--- src/rtl/rv_pipe_pkg.sv ---
// Shared RV32I pipeline definitions.
// Contents: XLEN, the NOP encoding used for pipeline bubbles, and the
// fetch_entry_t payload {instr, pc} carried by the fetch queues.
package rv_pipe_pkg;

    localparam int unsigned XLEN = 32;

    // addi x0, x0, 0
    localparam logic [XLEN-1:0] NOP_INSTR = 32'h0000_0013;

    typedef struct packed {
        logic [XLEN-1:0] instr;
        logic [XLEN-1:0] pc;
    } fetch_entry_t;

endpackage

--- src/rtl/fetch_queue.sv ---
// Synchronous FIFO of fetch_entry_t.
// Ports: clk, rst_n (async active-low), push/wdata, pop, clear (drops all
// entries, wins over push/pop), rdata_c (head entry, combinational read),
// count/full/empty (registered occupancy).
// DEPTH must be a power of two (>= 2) so the pointers wrap naturally.
module fetch_queue
    import rv_pipe_pkg::*;
#(
    parameter  int unsigned DEPTH = 2,
    localparam int unsigned PW    = $clog2(DEPTH),
    localparam int unsigned CW    = PW + 1
) (
    input  logic          clk,
    input  logic          rst_n,
    input  logic          push,
    input  logic          pop,
    input  logic          clear,
    input  fetch_entry_t  wdata,
    output fetch_entry_t  rdata_c,
    output logic [CW-1:0] count,
    output logic          full,
    output logic          empty
);

    fetch_entry_t  mem [DEPTH];
    logic [PW-1:0] wr_ptr;
    logic [PW-1:0] rd_ptr;
    logic          do_push;
    logic          do_pop;
    logic [CW-1:0] count_nxt;

    assign do_push = push && !full;
    assign do_pop  = pop && !empty;
    assign rdata_c = mem[rd_ptr];

    // Occupancy after this edge; push+pop together leaves it unchanged.
    always_comb begin
        count_nxt = count;
        if (do_push && !do_pop) begin
            count_nxt = count + CW'(1);
        end else if (!do_push && do_pop) begin
            count_nxt = count - CW'(1);
        end
    end

    // Pointers and status flags.
    always_ff @(posedge clk or negedge rst_n) begin
        if (!rst_n) begin
            wr_ptr <= '0;
            rd_ptr <= '0;
            count  <= '0;
            full   <= 1'b0;
            empty  <= 1'b1;
        end else if (clear) begin
            wr_ptr <= '0;
            rd_ptr <= '0;
            count  <= '0;
            full   <= 1'b0;
            empty  <= 1'b1;
        end else begin
            if (do_push) begin
                wr_ptr <= wr_ptr + PW'(1);
            end
            if (do_pop) begin
                rd_ptr <= rd_ptr + PW'(1);
            end
            count <= count_nxt;
            full  <= (count_nxt == CW'(DEPTH));
            empty <= (count_nxt == '0);
        end
    end

    // Storage array, no reset needed.
    always_ff @(posedge clk) begin
        if (do_push && !clear) begin
            mem[wr_ptr] <= wdata;
        end
    end

endmodule

--- src/rtl/fetch_unit.sv ---
// Instruction-fetch front end and IF/ID register for the 5-stage RV32I pipe.
// Ports: clk, rst_n (async active-low); hazard controls PCWrite, IF_ID_Write,
// IF_ID_Flush; EX redirect redirect_valid/redirect_pc; imem request
// imem_req_valid/imem_req_ready/imem_addr; imem response imem_rsp_valid/
// imem_rsp_data; decode outputs instrD, pcD, pcPlus4D, validD.
// Build option FETCH_QUEUE_BYPASS_EN: when defined, a response arriving with
// the queue empty and IF/ID free is loaded straight into IF/ID.
module fetch_unit
    import rv_pipe_pkg::*;
#(
    parameter logic [31:0] RESET_PC = 32'h0000_0000,
    parameter int unsigned QDEPTH   = 2
) (
    input  logic        clk,
    input  logic        rst_n,
    input  logic        PCWrite,
    input  logic        IF_ID_Write,
    input  logic        IF_ID_Flush,
    input  logic        redirect_valid,
    input  logic [31:0] redirect_pc,
    output logic        imem_req_valid,
    input  logic        imem_req_ready,
    output logic [31:0] imem_addr,
    input  logic        imem_rsp_valid,
    input  logic [31:0] imem_rsp_data,
    output logic [31:0] instrD,
    output logic [31:0] pcD,
    output logic [31:0] pcPlus4D,
    output logic        validD
);

    localparam int unsigned CW = $clog2(QDEPTH) + 1;
    localparam int unsigned SW = CW + 1;
    // In-flight responses are bounded by memory latency, far below 255.
    localparam int unsigned DW = 8;

    logic [XLEN-1:0] fpc;
    logic [DW-1:0]   drop_cnt;
    logic [CW-1:0]   outstanding;
    logic [CW-1:0]   qcount;
    logic            pcf_full;
    logic            pcf_empty;
    logic            q_full;
    logic            q_empty;
    fetch_entry_t    pcf_wdata;
    fetch_entry_t    pcf_head;
    fetch_entry_t    q_wdata;
    fetch_entry_t    q_head;
    logic            req_fire_c;
    logic            rsp_drop_c;
    logic            rsp_take_c;
    logic            q_push_c;
    logic            q_pop_c;
    logic            bypass_c;
    logic            kill_c;
    logic            unused_bits;

    // Credit check uses registered counts only; a pop this cycle earns nothing.
    assign imem_req_valid = rst_n && PCWrite && !redirect_valid &&
                            ((SW'(outstanding) + SW'(qcount)) < SW'(QDEPTH));
    assign imem_addr  = fpc;
    assign req_fire_c = imem_req_valid && imem_req_ready;

    assign rsp_drop_c = imem_rsp_valid && (drop_cnt != '0);
    assign rsp_take_c = imem_rsp_valid && (drop_cnt == '0) && !pcf_empty;
    assign kill_c     = IF_ID_Flush || redirect_valid;

`ifdef FETCH_QUEUE_BYPASS_EN
    assign bypass_c = rsp_take_c && q_empty && IF_ID_Write && !kill_c;
`else
    assign bypass_c = 1'b0;
`endif

    assign q_push_c = rsp_take_c && !bypass_c;
    assign q_pop_c  = !kill_c && IF_ID_Write && !q_empty;

    assign pcf_wdata = '{instr: '0, pc: fpc};
    assign q_wdata   = '{instr: imem_rsp_data, pc: pcf_head.pc};

    // PCs of requests in flight; its occupancy is the outstanding count.
    fetch_queue #(.DEPTH(QDEPTH)) u_pc_fifo (
        .clk     (clk),
        .rst_n   (rst_n),
        .push    (req_fire_c),
        .pop     (rsp_take_c),
        .clear   (redirect_valid),
        .wdata   (pcf_wdata),
        .rdata_c (pcf_head),
        .count   (outstanding),
        .full    (pcf_full),
        .empty   (pcf_empty)
    );

    // Returned instructions awaiting decode.
    fetch_queue #(.DEPTH(QDEPTH)) u_instr_q (
        .clk     (clk),
        .rst_n   (rst_n),
        .push    (q_push_c),
        .pop     (q_pop_c),
        .clear   (redirect_valid),
        .wdata   (q_wdata),
        .rdata_c (q_head),
        .count   (qcount),
        .full    (q_full),
        .empty   (q_empty)
    );

    assign unused_bits = ^{pcf_head.instr, pcf_full, q_full};

    // Fetch PC.
    always_ff @(posedge clk or negedge rst_n) begin
        if (!rst_n) begin
            fpc <= RESET_PC;
        end else if (redirect_valid) begin
            fpc <= redirect_pc;
        end else if (req_fire_c) begin
            fpc <= fpc + XLEN'(4);
        end
    end

    // Stale responses to discard; a redirect adds every request still in
    // flight, less one accepted in the same cycle.
    always_ff @(posedge clk or negedge rst_n) begin
        if (!rst_n) begin
            drop_cnt <= '0;
        end else if (redirect_valid) begin
            drop_cnt <= drop_cnt - DW'(rsp_drop_c) + DW'(outstanding) - DW'(rsp_take_c);
        end else if (rsp_drop_c) begin
            drop_cnt <= drop_cnt - DW'(1);
        end
    end

    // IF/ID register: kill, hold, queue head, bypassed response, bubble.
    always_ff @(posedge clk or negedge rst_n) begin
        if (!rst_n) begin
            instrD   <= NOP_INSTR;
            pcD      <= '0;
            pcPlus4D <= XLEN'(4);
            validD   <= 1'b0;
        end else if (kill_c) begin
            instrD <= NOP_INSTR;
            validD <= 1'b0;
        end else if (IF_ID_Write) begin
            if (!q_empty) begin
                instrD   <= q_head.instr;
                pcD      <= q_head.pc;
                pcPlus4D <= q_head.pc + XLEN'(4);
                validD   <= 1'b1;
            end else if (bypass_c) begin
                instrD   <= imem_rsp_data;
                pcD      <= pcf_head.pc;
                pcPlus4D <= pcf_head.pc + XLEN'(4);
                validD   <= 1'b1;
            end else begin
                instrD <= NOP_INSTR;
                validD <= 1'b0;
            end
        end
    end

endmodule
--- config.mk ---
export PLATFORM = sky130hd
export DESIGN_NAME = fetch_unit
export DESIGN_NICKNAME = d
export VERILOG_FILES = /design/src/rtl/rv_pipe_pkg.sv /design/src/rtl/fetch_queue.sv /design/src/rtl/fetch_unit.sv
export SDC_FILE = /design/constraint.sdc
export NUM_CORES = 1
export LEC_CHECK = 0
export ABC_AREA = 1
export CAP_MARGIN = 0
export CORE_ASPECT_RATIO = 0.7
export CORE_MARGIN = 1
export CORE_UTILIZATION = 53
export DETAILED_ROUTE_END_ITERATION = 12
export PLACE_DENSITY = 0.77
export SYNTH_ARGS = -nofsm -noshare
export SYNTH_HDL_FRONTEND = slang
export SYNTH_SLANG_ARGS = --single-unit
--- constraint.sdc ---
create_clock -name clk -period 7.85 [get_ports clk]
set_input_delay 0.785 -clock clk [delete_from_list [all_inputs] [get_ports clk]]
set_output_delay 0.785 -clock clk [all_outputs]
set_load 0.02 [all_outputs]
==> results by group <==
Synthesis
  • EDFF count, synth: roughly 190
  • Post-synthesis cell type count: 46
  • Post-Synthesis Cells: around 1500
  • Synthesis-stage register bit count: 339
  • Ys flop type: edfxtp_1
  • Synth area leaders: edfxtp_1 38%, dfrtp_1 23%, nand2_1 12%
  • Commonest cells in the netlist: 478 x nand2_1, 192 x edfxtp_1, 149 x nor2_1
  • Most common cell in the netlist: nand2_1
  • Mapped Area: ~15000 µm²
  • Post-synth top area share: 38.1%
  • Avg Cell Area, Syn: a little under 10 µm²
  • Post-synth top area cell: edfxtp_1
  • Sequential area share after synthesis: 62.4%
  • Syn nets: about 1600
  • Asr flop ratio synth: a little over two fifths
  • Yosys warnings: 0

STA
  • Final Hold Viols: 0
  • Clock Skew: 19.7 ps
  • Worst slew margin: 21.7%
  • Final Cycle Share: 52.5%
  • Fin Setup TNS: 0 ps
  • Setup-failing EPs final: 0
  • RSZ-0062 raised after global routing: no
  • Max Slew Vio Count: 0
  • PnR worst setup slack: 3730 ps
  • Final min period: 4120 ps
  • Achievable frequency: ~240 MHz
  • Tightest Pin Transition: approximately 1200 ps

Global routing
  • Pin count of the biggest net entering global routing: 105
  • Gr ovfl total: 0
  • Vias in the first global route: roughly 11000
  • First-pass GRT wire length: 57.8 mm
  • Antenna violations before repair: 0
  • Total track usage: 25.3%

Pwr
  • Leakage: 7.82 nW
  • Peak VDD IR: 0.130 mV
  • Pwr/cell area: 237 nW/µm²

Clock network
  • Worst-skew pair later-pin latency: 520 ps
  • CTS Buffer Depth: 3
  • Clock-pin slew on the worst setup and hold paths: around 70 ps
  • H-tree levels: 2
  • CTS-repair resized insts: 0
  • CTS Buf Count: 34
  • Setup Buffers After CTS: 0
  • Hold Buf Count CTS: 0
  • Clk sink count: 339
  • CTS tree: built
  • CTS root buf: clkbuf_16

Placement
  • Setup WS pre-CTS: around 3200 ps
  • Gpl congestion: roughly 0.92
  • HPWL reported at the end of detailed placement: 24.6 mm
  • Area of placed instances: 17400 µm²
  • Port-buffer cells: roughly 200

Status
  • Outcome: finished, final reports clean

Run
  • Max_cap viols: 0

Floorplan
  • Die Area: a little under 30000 µm²
  • # IOs: 202
  • CORE AREA: 27900 µm²
  • Die X: 204 µm
  • Initial Util: 54.2%
  • # rows: between 50 and 60
  • Die height: 143 µm

Final layout
  • ANT cells: 0
  • Ratio of cells with drive above 1 in the final layout: 7.34%
  • Fin nets: between 1500 and 2000
  • Layout area overhead: 23.5%
  • Post-layout util: 66.9%
  • Post-Layout Inst Area: 18700 µm²

Min path
  • Worst min-delay path category: primary input to async pin

Worst setup path
  • Crit path kind: flip-flop to flip-flop
  • Critical Path End Type: flip-flop
  • WP data required: 8040 ps
  • Worst setup SP type: flip-flop
  • CP max FO: 24
  • CP Data Arrival Time: 4310 ps

Routing
  • Initial DRC Count: 858
  • Via density per instance: 5.43
  • Initial DRT Pass Iterations: 5
  • ANT nets after route: 0
  • Drt wl/cell: approximately 17 µm
  • WL final: 36.5 mm
  • Routed via count: 11500
  • Post-route DRC: 0
## flip-flops by register name (all words and copies together), names as in the netlist
signal,cells
u_instr_q.empty,1
validD,1
u_pc_fifo.empty,1
imem_addr,32
pcPlus4D,30
u_instr_q.mem,128
pcD,32
u_instr_q.wr_ptr,1
u_instr_q.rd_ptr,1
u_instr_q.full,1
u_pc_fifo.rd_ptr,1
drop_cnt,8
instrD,32
u_instr_q.count,2
u_pc_fifo.mem,64
u_pc_fifo.count,2
u_pc_fifo.wr_ptr,1
u_pc_fifo.full,1
## routing by layer
| metal | part of all wire (%) | wire length (µm) | track usage [%] | vias up |
|---|---|---|---|---|
| met4 | 1.3 | 489 | 5.58 | 0 |
| li1 | - | - | - | 5449 |
| met2 | 44 | 16100 | 38.5 | 416 |
| met1 | 47 | 17100 | 38.4 | 5572 |
| met3 | 7.7 | 2810 | 4.15 | 43 |
| met5 | 0 | 0 | 0 | - |
## cells by family (layout without fill, tap and decap cells)
group	after synthesis	after routing	synth area share [%]
AOI/OAI and AO/OA	148	148	6.14
xor gates and xnor gates	29	29	1.68
adders and majority gates	22	22	2.02
buffers and inverters	177	391	4.86
DFF	339	339	62.4
and+or+nand+nor	814	814	22.9
## layout by cell type (no fill, tap or decap), types with 17 or more instances in the layout
cell,instances
a21oi_1,24
o21ai_0,46
edfxtp_1,192
nand3_1,109
dfrtp_1,140
o31ai_1,31
nor2_1,145
clkbuf_16,35
nand2_1,478
ha_1,18
nand4_1,19
inv_1,111
clkdlybuf4s50_1,200
xor2_1,25
nand2_2,17
## final cells by class
type,count,area (µm²)
multi-input cells,1013,4980
inverters,117,439
repair buffers,212,2100
clock inverters,18,293
fillers,2128,9260
well taps,371,464
clock buffers,44,960
flip-flops and latches,339,9450
## through the flow
step | hold slack [ps] | total power [mW] | std cells
final | 246 | 4.42 | 2114
after global routing | 316 | 4.60 | 2114
after CTS | 292 | 4.44 | 2114
after detailed placement | 467 | 2.66 | 2052
after global placement | 462 | 2.64 | 2052
after floorplan | 458 | 2.42 | 1529
## path summary, 6_finish.rpt
kind	start	end	slack (ps)	cells past startpoint
max	u_instr_q.count[0]	u_pc_fifo.mem[1][1]	3730	9
min reg2reg	pcD[11]	pcD[11]	480	2
max reg2reg	u_instr_q.count[0]	u_pc_fifo.mem[1][1]	3730	9
max in group asynchronous	rst_n	pcD[13]	6120	2
min	rst_n	instrD[21]	250	1
min in group clk	pcD[11]	pcD[11]	480	2
## worst max-delay path, stage by stage (launching register included)
cell and delay (ps):
dfrtp_1 420, nand2_1 80, inv_1 50, fa_1 460
nor2_1 120, nand3_1 820, clkinv_1 560, nand2_1 250
nor2_2 630, buf_4 390
## where the power goes
group / internal (mW) / leakage, nW / total, mW / switching (mW)
Sequential: 1.95 / 3.65 / 2.03 / 0.0787
Clock: 1.10 / 0.604 / 1.79 / 0.689
Combinational: 0.253 / 3.57 / 0.601 / 0.348
(Power assumes the default switching activity.)
